$ cat config.mk
export PLATFORM = sky130hd
export DESIGN_NAME = hilo_divider
export DESIGN_NICKNAME = d
export VERILOG_FILES = /design/src/rtl/hilo_divider.sv
export SDC_FILE = /design/constraint.sdc
export NUM_CORES = 1
export LEC_CHECK = 0
export BUFFER_PORTS_ARGS = -buffer_cell sky130_fd_sc_hd__clkbuf_2
export CORE_MARGIN = 3
export CORE_UTILIZATION = 54
export DETAILED_ROUTE_END_ITERATION = 10
export PLACE_DENSITY_LB_ADDON = 0.1
export SLEW_MARGIN = 5
export SYNTH_ARGS = -nofsm -noshare
export SYNTH_HDL_FRONTEND = slang
export SYNTH_SLANG_ARGS = --single-unit
export TNS_END_PERCENT = 100
$ cat constraint.sdc
create_clock -name Clk -period 3 [get_ports Clk]
set_clock_uncertainty 0.2 [all_clocks]
set_input_delay 0.45 -clock Clk [delete_from_list [all_inputs] [get_ports Clk]]
set_output_delay 0.45 -clock Clk [all_outputs]
set_load 0.02 [all_outputs]
$ cat src/rtl/hilo_divider.sv
// Iterative radix-2 restoring divider for div/divu: quotient to LO, remainder to HI.
// Optional squash input Flush is compiled in when HILO_DIV_FLUSH_EN is defined.
module hilo_divider #(
    parameter int WIDTH = 32
) (
    input  logic             Clk,
    input  logic             Reset,
    input  logic             Start,
    input  logic             Signed,
    input  logic [WIDTH-1:0] A,
    input  logic [WIDTH-1:0] B,
`ifdef HILO_DIV_FLUSH_EN
    input  logic             Flush,
`endif
    output logic             Busy,
    output logic             Done,
    output logic [WIDTH-1:0] QuotientLO,
    output logic [WIDTH-1:0] RemainderHI,
    output logic             DivByZero
);

    localparam int CW = $clog2(WIDTH + 1);

    typedef enum logic [1:0] {
        IDLE,
        RUN,
        FIX,
        DONE
    } state_e;

    state_e           state_q, state_d;
    logic [CW-1:0]    cnt_q, cnt_d;
    logic [WIDTH-1:0] rem_q, rem_d;
    logic [WIDTH-1:0] quo_q, quo_d;
    logic [WIDTH-1:0] dvsr_q, dvsr_d;
    logic [WIDTH-1:0] a_q, a_d;
    logic             neg_quo_q, neg_quo_d;
    logic             neg_rem_q, neg_rem_d;
    logic             zero_q, zero_d;
    logic [WIDTH-1:0] quo_out_q, quo_out_d;
    logic [WIDTH-1:0] rem_out_q, rem_out_d;
    logic             dbz_out_q, dbz_out_d;

    logic             flush;
    logic [WIDTH-1:0] a_mag, b_mag;
    logic [WIDTH:0]   rem_sh;

`ifdef HILO_DIV_FLUSH_EN
    assign flush = Flush;
`else
    assign flush = 1'b0;
`endif

    // Magnitudes stay WIDTH bits unsigned, so the most negative value maps onto itself.
    assign a_mag  = (Signed && A[WIDTH-1]) ? -A : A;
    assign b_mag  = (Signed && B[WIDTH-1]) ? -B : B;
    assign rem_sh = {rem_q, quo_q[WIDTH-1]};

    always_comb begin
        // NOTE: every signal assigned here gets its hold value first so no path infers a latch.
        state_d   = state_q;
        cnt_d     = cnt_q;
        rem_d     = rem_q;
        quo_d     = quo_q;
        dvsr_d    = dvsr_q;
        a_d       = a_q;
        neg_quo_d = neg_quo_q;
        neg_rem_d = neg_rem_q;
        zero_d    = zero_q;
        quo_out_d = quo_out_q;
        rem_out_d = rem_out_q;
        dbz_out_d = dbz_out_q;

        case (state_q)
            IDLE, DONE: begin
                state_d = IDLE;
                if (Start && !flush) begin
                    a_d       = A;
                    dvsr_d    = b_mag;
                    quo_d     = a_mag;
                    rem_d     = '0;
                    cnt_d     = '0;
                    neg_quo_d = Signed && (A[WIDTH-1] ^ B[WIDTH-1]);
                    neg_rem_d = Signed && A[WIDTH-1];
                    zero_d    = (B == '0);
                    // A zero divisor skips iteration but still spends one busy cycle in FIX.
                    state_d   = (B == '0) ? FIX : RUN;
                end
            end
            RUN: begin
                if (rem_sh >= {1'b0, dvsr_q}) begin
                    rem_d = WIDTH'(rem_sh - {1'b0, dvsr_q});
                    quo_d = {quo_q[WIDTH-2:0], 1'b1};
                end else begin
                    rem_d = rem_sh[WIDTH-1:0];
                    quo_d = {quo_q[WIDTH-2:0], 1'b0};
                end
                cnt_d = cnt_q + CW'(1);
                if (cnt_q == CW'(WIDTH - 1)) begin
                    state_d = FIX;
                end
            end
            FIX: begin
                if (zero_q) begin
                    quo_out_d = '1;
                    rem_out_d = a_q;
                    dbz_out_d = 1'b1;
                end else begin
                    quo_out_d = neg_quo_q ? -quo_q : quo_q;
                    rem_out_d = neg_rem_q ? -rem_q : rem_q;
                    dbz_out_d = 1'b0;
                end
                state_d = DONE;
            end
            default: state_d = IDLE;
        endcase

        if (flush && (state_q == RUN || state_q == FIX)) begin
            state_d   = IDLE;
            quo_out_d = quo_out_q;
            rem_out_d = rem_out_q;
            dbz_out_d = dbz_out_q;
        end
    end

    // NOTE: sequential state updates use non-blocking assignments only.
    always_ff @(posedge Clk) begin
        if (!Reset) begin
            state_q   <= IDLE;
            cnt_q     <= '0;
            rem_q     <= '0;
            quo_q     <= '0;
            dvsr_q    <= '0;
            a_q       <= '0;
            neg_quo_q <= 1'b0;
            neg_rem_q <= 1'b0;
            zero_q    <= 1'b0;
            quo_out_q <= '0;
            rem_out_q <= '0;
            dbz_out_q <= 1'b0;
        end else begin
            state_q   <= state_d;
            cnt_q     <= cnt_d;
            rem_q     <= rem_d;
            quo_q     <= quo_d;
            dvsr_q    <= dvsr_d;
            a_q       <= a_d;
            neg_quo_q <= neg_quo_d;
            neg_rem_q <= neg_rem_d;
            zero_q    <= zero_d;
            quo_out_q <= quo_out_d;
            rem_out_q <= rem_out_d;
            dbz_out_q <= dbz_out_d;
        end
    end

    assign Busy        = (state_q == RUN) || (state_q == FIX);
    assign Done        = (state_q == DONE);
    assign QuotientLO  = quo_out_q;
    assign RemainderHI = rem_out_q;
    assign DivByZero   = dbz_out_q;

endmodule

==> impl_metrics.json, run 1 <==
{
  "outcome": "finished, final reports clean",
  "setup_viol": 0,
  "fin_nets": 1865,
  "swShare_pct": 39.4,
  "clk_pin_slew_ns": 0.06,
  "critical_path_buf_inv_count": 3,
  "crit_required_ns": 3.19,
  "reg2reg_from": "rem_q[15]$_SDFFE_PN0P_",
  "worstHoldPathType": "in -> reg",
  "clock_sinks": 204,
  "fin_crit_ns": 2.93,
  "yosys_warnings": 0,
  "crit_start": "rem_q[15]$_SDFFE_PN0P_",
  "critical_path.max_fanout": 8,
  "worst_slew_pin_slew_ns": 0.897,
  "cp_cell_sequence": "ha_1 -> a21oi_2 -> o21ai_2 -> a311o_1 -> o21ai_2 -> o311ai_1 -> buf_4 -> a211oi_4 -> buf_6 -> buf_12 -> mux2i_1 -> o21ai_0",
  "syn_inst": 1576,
  "place_congestion": 0.929,
  "hold_viol_final": 0,
  "core_area_um2": 22000,
  "vias_per_cell": 5.75,
  "ys_seq_area_share_pct": 33.6,
  "cts_tree": "yes",
  "grt_pass1_vias": 10900,
  "grt_first_pass_wirelength_um": 54400,
  "die_area_um2": 24300,
  "maxCapViolations": 0,
  "fp-row-count": 54,
  "clkLatencyLatePin_ns": 0.52,
  "drv_slew": 0,
  "regArea_um2": 4090,
  "wl_per_cell_um": 16.6,
  "postRouteWirelength_um": 34100,
  "ir_drop_uv": 525,
  "grt_overflow": 0,
  "dieHeight_um": 156,
  "internal_power_mw": 7.03,
  "io_buffer_count": 134,
  "synth_nets": 1685,
  "drtAntennaViolNets": 0,
  "grt_usage_pct": 26.7,
  "synth_edf_count": 0,
  "path_delay_family": "compound AO/OA/AOI/OAI gates",
  "seq_power_share_pct": 32.8,
  "netlist_area_um2": 12200,
  "cpMostUsedCell": "o21ai_2",
  "fill_cells": 1911,
  "io_pins": 135,
  "hp-start": "A[19]",
  "rsz0062_at_grt": "true",
  "clockPowerShare_pct": 25.6,
  "fp.dieW_um": 156,
  "finalSetupTns_ns": 0,
  "p_leak_nw": 6.27,
  "drive_gt1_share_pct": 19.5,
  "async_flop_share_pct": 0,
  "multi_input_area_um2": 7660,
  "syn_to_final_growth_pct": 21.6,
  "holdWs_ns": 0.0199,
  "p_comb_share_pct": 41.6,
  "clockRootBuffer": "clkbuf_16",
  "start_util_pct": 55.4,
  "crit_type": "reg -> reg",
  "dp_slack_ns": -0.107,
  "cts_htree_levels": 1,
  "synth_top_flop_cell": "dfxtp_1",
  "antenna_found_initial": 0,
  "drc": 0,
  "grt_max_degree": 86,
  "clockBufferDepth": 3,
  "dr.pass1.iters": 6,
  "achievable-frequency_mhz": 341,
  "setup_slack_ns": 0.0674,
  "slowest_stage": "ha_1",
  "arrival_ns": 3.12,
  "net-switching-power_mw": 4.58,
  "drtIter0Drc": 745,
  "vias": 11800,
  "ys_ff_latch": 204,
  "fin_crit_sh_pct": 97.8,
  "p_per_area_nw_per_um2": 785,
  "dp_hpwl_um": 25100,
  "max_stage_delay_ns": 0.35,
  "avgSynthCellArea_um2": 7.71,
  "end_kind": "flop",
  "startpoint_type": "flop",
  "synth.distinct_cells": 70,
  "numCtsBuffers": 24,
  "antenna_cells": 0,
  "slew_headroom_pct": 40.2
}
[layout by cell type, fill, tap and decap left out, types with 5 or more instances in the layout]
cell	count
a21oi_2	6
nand3_1	34
nor4_1	6
or4_1	12
o31ai_1	27
a311oi_1	6
a21o_1	14
buf_4	106
a21oi_1	152
a32oi_1	9
nand2_1	231
o21ai_1	13
a31oi_1	14
ha_1	32
o41ai_1	15
nand4_1	9
dfxtp_1	196
clkbuf_8	7
and3_1	8
clkbuf_2	134
or3_1	16
xnor2_1	58
nand2b_1	9
nor2_1	108
a221o_1	6
xor2_1	86
o21ai_0	147
o211ai_1	16
and2_1	5
ha_4	6
mux2i_1	38
nor3_1	15
dfxtp_2	8
a211oi_1	27
clkbuf_16	26
nor2b_1	5
inv_1	65
[final timing paths]
check / endpoint / cells after the start / slack (ns)
setup reg to reg: rem_q[7]$_SDFFE_PN0P_ / 12 / 0.07
setup / recovery: rem_q[7]$_SDFFE_PN0P_ / 12 / 0.07
hold / removal: a_q[19]$_SDFFE_PN0P_ / 3 / 0.02
hold reg to reg: dvsr_q[31]$_SDFFE_PN0P_ / 2 / 0.26
[cells in the mapped netlist (all sizes together) (14+ instances only)]
cell | instances | area, um2
inv | 69 | 259
o21ai | 163 | 820
dfxtp | 204 | 4080
xnor2 | 58 | 508
buf | 14 | 63.8
or4 | 14 | 113
nand3 | 34 | 170
nand2 | 233 | 875
a21o | 14 | 105
nor3 | 15 | 75.1
xor2 | 86 | 753
mux2i | 38 | 380
a211oi | 28 | 215
a31oi | 16 | 100
o31ai | 30 | 239
ha | 40 | 500
or3 | 16 | 100
o41ai | 18 | 173
clkbuf | 81 | 305
nor2 | 109 | 409
o211ai | 16 | 120
a21oi | 158 | 791
[stage by stage]
stage	instances	cell area, um2	utilization [%]	power, mW
finish	2051	14800	67.3	11.6
floorplan	1576	12200	-	6.95
detailed placement	1998	13600	62.0	8.41
global route	2051	14800	67.3	12.4
global placement	1998	13600	62.0	8.33
CTS	2043	14500	66.1	11.4
[layer usage]
layer  up-vias  part of all wire (%)  global-route usage, %  routed length [um]
met3        55                   4.7                   2.83                1600
met1      5446                    44                   34.5               15000
met2       337                    49                   47.2               16800
met5         -                     0                      0                   0
li1       5961                     -                      -                   -
met4         0                   2.3                   7.40                 782
[power groups by stage]
stage / Combinational, mW / Sequential [mW] / Clock, mW
global route: 5.36 / 3.88 / 3.13
global placement: 4.52 / 3.81 / 0
CTS: 4.63 / 3.78 / 3.01
floorplan: 3.04 / 3.92 / 0
detailed placement: 4.58 / 3.84 / 0
finish: 4.83 / 3.80 / 2.97
[repair_timing]
item                                    4_1_cts  5_1_grt
gates resized for setup                      10       46
pin swaps                                     5       22
setup buffers                                 0        7
cloned                                        0        1
endpoints found under the setup margin       18       38
hold endpoints to repair                      4        0
hold buffers                                  4        0
[registers in the layout (all words and copies together), names as in the netlist]
register and count:
RemainderHI 32, DivByZero 1, QuotientLO 32, dvsr_q 32, cnt_q 6, zero_q 1, quo_q 32, state_q 2
neg_quo_q 1, neg_rem_q 1, rem_q 32, a_q 32
[kinds of logic (layout without fill, tap and decap cells)]
group | after synthesis | after routing | share of synthesized area [%]
buffers and inverters | 166 | 361 | 5.23
muxes | 38 | 38 | 3.13
adders and majority gates | 41 | 41 | 4.28
DFF | 204 | 204 | 33.6
AOI/OAI and AO/OA | 496 | 496 | 25.0
xor gates and xnor gates | 144 | 144 | 10.4
and+or+nand+nor | 487 | 487 | 18.4
[tightest hold or removal path, stage by stage]
cell,delay (ns)
clkbuf_2,0.11
nand2_1,0.07
a21oi_1,0.06
[final cells by class]
cell class | count | area share, %
clock buffer | 36 | 4.98
clock inverter | 5 | 0.525
inverter | 71 | 1.81
multi-input combinational | 1206 | 51.8
sequential | 204 | 27.7
tap | 280 | 2.37
timing repair buffer | 249 | 10.8
Power figures use the tool's default switching activity.
==> run 2, diff against run 1 <==
Clock period 3 ns to 2.54 ns, I/O delays scaled along.
==> run 2 against run 1 <==
The run now ends with setup timing left. Worst hold slack worse by 0.0075 ns. Critical path depth decreased by 1. Utilization rose by 8.9 points. Design area is 13% higher. Final cell count is 7.6% higher. Wire length grew 12%. Sequential power rose by 17%. Total power grew 27%. Sequential share of layout area down 3.1 points. Count of clock-buffer cells in the layout shrank 3. Die area stayed put. Sequential cell count unchanged. Highest routed layer unchanged.
==> impl_metrics.json, run 2 (synthesis results as in run 1) <==
{
  "drtIter0Drc": 823,
  "outcome": "complete, but fails checks",
  "net-switching-power_mw": 5.88,
  "clkLatencyLatePin_ns": 0.51,
  "clockBufferDepth": 3,
  "crit_type": "reg -> reg",
  "violations": "setup timing",
  "antenna_cells": 0,
  "fin_nets": 2022,
  "drive_gt1_share_pct": 29.7,
  "cts_tree": "yes",
  "max_stage_delay_ns": 0.41,
  "holdWs_ns": 0.0124,
  "core_area_um2": 22000,
  "clk_pin_slew_ns": 0.07,
  "grt_first_pass_wirelength_um": 59300,
  "layout_common_cells": "227 x nand2_1, 226 x buf_4, 184 x dfxtp_1, 150 x a21oi_1, 134 x clkbuf_2",
  "fp-row-count": 54,
  "setup_viol": 54,
  "die_area_um2": 24300,
  "slew_headroom_pct": 46.8,
  "io_buffer_count": 134,
  "dieHeight_um": 156,
  "grt_pass1_vias": 12100,
  "maxCapViolations": 0,
  "grt_overflow": 0,
  "cts_htree_levels": 1,
  "start_util_pct": 55.4,
  "crit_start": "rem_q[9]$_SDFFE_PN0P_",
  "startpoint_type": "flop",
  "seq_power_share_pct": 30.2,
  "fin_util_pct": 76.3,
  "clock_sinks": 204,
  "setup_slack_ns": -0.432,
  "path_delay_family": "compound AO/OA/AOI/OAI gates",
  "swShare_pct": 39.8,
  "antenna_found_initial": 0,
  "dp_slack_ns": -0.458,
  "hold_viol_final": 0,
  "clockPowerShare_pct": 23.0,
  "p_comb_share_pct": 46.8,
  "reg2reg_from": "rem_q[9]$_SDFFE_PN0P_",
  "rsz0062_at_grt": "true",
  "grt_max_degree": 86,
  "dp_hpwl_um": 26100,
  "clockRootBuffer": "clkbuf_16",
  "end_kind": "flop",
  "regArea_um2": 4120,
  "path_depth": 11,
  "place_congestion": 0.895,
  "achievable-frequency_mhz": 336,
  "worstHoldPathType": "in -> reg",
  "arrival_ns": 3.15,
  "numCtsBuffers": 23,
  "drtAntennaViolNets": 0,
  "worst_slew_pin_slew_ns": 0.798,
  "final_common_cell": "nand2_1",
  "postRouteWirelength_um": 38200,
  "min_path_cells": 3,
  "syn_to_final_growth_pct": 37.8,
  "crit_required_ns": 2.72,
  "fin_crit_sh_pct": 117,
  "multi_input_area_um2": 8340,
  "hp-start": "B[29]",
  "critical_path_buf_inv_count": 2,
  "r2r_cells": 11,
  "vias": 12700,
  "internal_power_mw": 8.88,
  "drv_slew": 0,
  "fin_crit_ns": 2.97,
  "finalSetupTns_ns": -13.28,
  "fp.dieW_um": 156,
  "cp_cell_sequence": "ha_4 -> a21oi_4 -> o221ai_2 -> a311o_1 -> o21ai_4 -> o311ai_4 -> a211oi_4 -> buf_4 -> buf_12 -> mux2i_2 -> o21ai_1",
  "wl_per_cell_um": 17.3,
  "p_leak_nw": 7.16,
  "grt_usage_pct": 29.1,
  "p_per_area_nw_per_um2": 881,
  "critical_path.max_fanout": 8,
  "io_pins": 135,
  "ir_drop_uv": 511,
  "drc": 0,
  "slowest_stage": "dfxtp_4",
  "dr.pass1.iters": 5,
  "vias_per_cell": 5.76,
  "fill_cells": 1579
}
[run 2: changes by cell type in the layout (fill, tap and decap cells not counted), moves of 12 or more]
cell,previous run,this run
o21ai_0,147,93
o21ai_2,3,21
dlygate4sd3_1,4,22
dfxtp_1,196,184
o21ai_1,13,46
buf_6,2,18
buf_4,106,226
[run 2: per-stage QoR]
step,instance area (um2),cells,power (mW)
2_1_floorplan,12400,1576,8.37
3_3_place_gp,14800,2119,10.5
3_5_place_dp,14800,2119,10.7
4_1_cts,16200,2191,14.3
5_1_grt,16700,2207,15.7
6_report,16700,2207,14.8
[run 2: power by group through the flow]
stage	logic (mW)	registers [mW]	clock network, mW
6_report	6.91	4.45	3.39
5_1_grt	7.54	4.54	3.57
4_1_cts	6.52	4.41	3.42
3_5_place_dp	6.20	4.45	0
3_3_place_gp	6.09	4.42	0
2_1_floorplan	3.74	4.63	0
[run 2: tightest hold or removal path, delay by kind of cell]
kind	cells	cell delay [ns]
compound gates	1	0.06
xor+xnor	1	0.12
buf+inv	1	0.09
[run 2: timing repair]
item | in CTS | in global routing
gates resized for setup | 105 | 85
buffers inserted | 11 | 16
endpoints found under the hold margin | 22 | 0
cloned | 1 | 2
endpoints found under the setup margin | 55 | 69
hold buffers | 22 | 0
pin swaps | 53 | 67
[run 2: worst paths after layout]
kind / endpoint / slack, ns
max: rem_q[2]$_SDFFE_PN0P_ / -0.43
min: dvsr_q[29]$_SDFFE_PN0P_ / 0.01
max reg2reg: rem_q[2]$_SDFFE_PN0P_ / -0.43
min reg2reg: a_q[14]$_SDFFE_PN0P_ / 0.26
[run 2: area by class of cell]
| class | count | share of cell area [%] |
|---|---|---|
| multi-input cells | 1207 | 49.8 |
| flip-flops and latches | 204 | 24.6 |
| clock buffers | 33 | 3.90 |
| well taps | 280 | 2.09 |
| repair buffers | 406 | 17.4 |
| inverters | 71 | 1.60 |
| clock inverters | 6 | 0.642 |
[run 2: metal layers]
layer  up-vias  GRT usage [%]  routed length, um
met3       124           3.38               2060
met1      5908           35.3              15500
met5         -              0                  0
met2       419           52.7              19100
li1       6259              -                  -
met4         0           11.1               1510
==> run 3, diff against run 2 <==
Settings changed: CORE_UTILIZATION 54 to 50, GPL_TIMING_DRIVEN set to 0.
==> run 3 against run 2 <==
The flow still finishes with violations (setup timing). Clock power up 8.0%. Final cell count down 1.2%. Sequential power up 2%. Utilization down 8.0 points. Combinational power down 2%. Via count down 0.14%. Total power up 1.4%. Register-to-register slack better by 0.03 ns. Worst hold slack worse by 0.011 ns. Largest cell class unchanged. Largest power group unchanged. Highest routed layer unchanged.
==> impl_metrics.json, run 3 (synthesis results as in run 1) <==
{
  "clockPowerShare_pct": 24.5,
  "cts_tree": "yes",
  "power.total_mw": 15.0,
  "arrival_ns": 3.13,
  "ir_drop_uv": 494,
  "internal_power_mw": 8.73,
  "max_stage_delay_ns": 0.57,
  "cts_htree_levels": 1,
  "drv_slew": 0,
  "grt_max_degree": 14,
  "die_area_um2": 26200,
  "worst_slew_pin_slew_ns": 0.981,
  "violations": "setup timing",
  "dp_hpwl_um": 30100,
  "io_pins": 135,
  "antenna_cells": 0,
  "clkLatencyLatePin_ns": 0.51,
  "drtIter0Drc": 850,
  "critical_path_buf_inv_count": 2,
  "io_buffer_count": 133,
  "net-switching-power_mw": 6.24,
  "numCtsBuffers": 23,
  "crit_required_ns": 2.73,
  "start_util_pct": 51.3,
  "grt_usage_pct": 30.3,
  "crit_type": "reg -> reg",
  "vias_per_cell": 5.82,
  "fin_nets": 1955,
  "dpl_cell_area_um2": 13500,
  "rsz0062_at_grt": "true",
  "fin_crit_sh_pct": 116,
  "fp-row-count": 56,
  "clockBufferDepth": 3,
  "drc": 0,
  "p_leak_nw": 6.59,
  "swShare_pct": 41.7,
  "dr.pass1.iters": 5,
  "hold_viol_final": 0,
  "vias": 12700,
  "fp.dieW_um": 162,
  "grt_pass1_vias": 12400,
  "path_delay_family": "compound AO/OA/AOI/OAI gates",
  "grt_overflow": 0,
  "maxCapViolations": 0,
  "post-route-cell-area_um2": 16200,
  "r2r_cells": 9,
  "setup_slack_ns": -0.402,
  "clockRootBuffer": "clkbuf_16",
  "cp_cell_sequence": "ha_1 -> clkbuf_1 -> a21o_1 -> o211ai_1 -> a21oi_1 -> a211oi_4 -> buf_4 -> nor2_4 -> a221o_1",
  "drive_gt1_share_pct": 24.2,
  "clk_pin_slew_ns": 0.06,
  "fin_crit_ns": 2.94,
  "grt_first_pass_wirelength_um": 64700,
  "finalSetupTns_ns": -11.78,
  "critical_path.max_fanout": 7,
  "holdWs_ns": 0.00103,
  "setup_viol": 53,
  "startpoint_type": "flop",
  "dieHeight_um": 162,
  "path_depth": 9,
  "antenna_found_initial": 0,
  "achievable-frequency_mhz": 340,
  "outcome": "complete, but fails checks",
  "syn_to_final_growth_pct": 33.1,
  "final_common_cell": "nand2_1",
  "p_per_area_nw_per_um2": 925,
  "min_path_cells": 3,
  "core_area_um2": 23700,
  "worstHoldPathType": "in -> reg",
  "slowest_stage": "dfxtp_1",
  "slew_headroom_pct": 34.6,
  "clock_sinks": 204,
  "seq_power_share_pct": 30.4,
  "wl_per_cell_um": 19.1,
  "p_comb_share_pct": 45.1,
  "layout_common_cells": "226 x nand2_1, 173 x dfxtp_1, 149 x a21oi_1, 146 x clkbuf_2, 106 x nor2_1",
  "drtAntennaViolNets": 0,
  "end_kind": "flop",
  "postRouteWirelength_um": 41700,
  "place_congestion": 0.931
}
[run 3: power by group through the flow]
stage / sequential [mW] / clock [mW] / combinational [mW]
3_5_place_dp: 4.53 / 0 / 5.55
3_3_place_gp: 4.51 / 0 / 5.49
6_report: 4.55 / 3.66 / 6.75
2_1_floorplan: 4.63 / 0 / 3.74
4_1_cts: 4.51 / 3.67 / 6.28
5_1_grt: 4.64 / 3.81 / 7.31
[run 3: routing by layer]
metal | share of wire (%) | vias to the layer above | routed length (um) | global-route usage, %
li1 | - | 6123 | - | -
met1 | 40 | 5943 | 16700 | 36.4
met2 | 50 | 516 | 20800 | 55.0
met3 | 6.2 | 110 | 2590 | 3.55
met4 | 3.8 | 0 | 1570 | 12.2
met5 | 0 | - | 0 | 0
[run 3: area by class of cell]
type	count	area, um2
well taps	319	399
plain buffers	89	399
clock inverters	10	158
fillers	2039	7510
multi-input cells	1206	8400
clock buffers	31	676
inverters	71	275
repair buffers	251	1720
flip-flops and latches	204	4160
[run 3: path summary, 6_finish.rpt]
path | startpoint | to | slack [ns]
max | rem_q[23]$_SDFFE_PN0P_ | rem_q[31]$_SDFFE_PN0P_ | -0.40
min | B[26] | dvsr_q[26]$_SDFFE_PN0P_ | 0.001
max reg2reg | rem_q[23]$_SDFFE_PN0P_ | rem_q[31]$_SDFFE_PN0P_ | -0.40
min reg2reg | a_q[9]$_SDFFE_PN0P_ | a_q[9]$_SDFFE_PN0P_ | 0.26
[run 3: worst reg2reg max path, cell delays in order (launching register included)]
cell and delay (ns):
dfxtp_1 0.57, ha_1 0.31, clkbuf_1 0.17, a21o_1 0.25, o211ai_1 0.21, a21oi_1 0.13
a211oi_4 0.37, buf_4 0.19, nor2_4 0.05, a221o_1 0.38
[run 3: repair_timing]
item | CTS | global route
gates cloned | 3 | 0
resized for setup | 146 | 114
hold buffers | 41 | 0
setup endpoints to repair | 168 | 170
pin swaps | 59 | 68
hold endpoints to repair | 41 | 0
buffers inserted | 46 | 30
[run 3: per-stage QoR]
stage	utilization [%]	std cells	setup slack [ns]
after detailed placement	56.8	2028	-0.971
final	68.3	2181	-0.402
after global routing	68.3	2181	-0.504
after CTS	65.7	2155	-0.383
after global placement	56.8	2028	-0.916
after floorplan	-	1576	-0.258
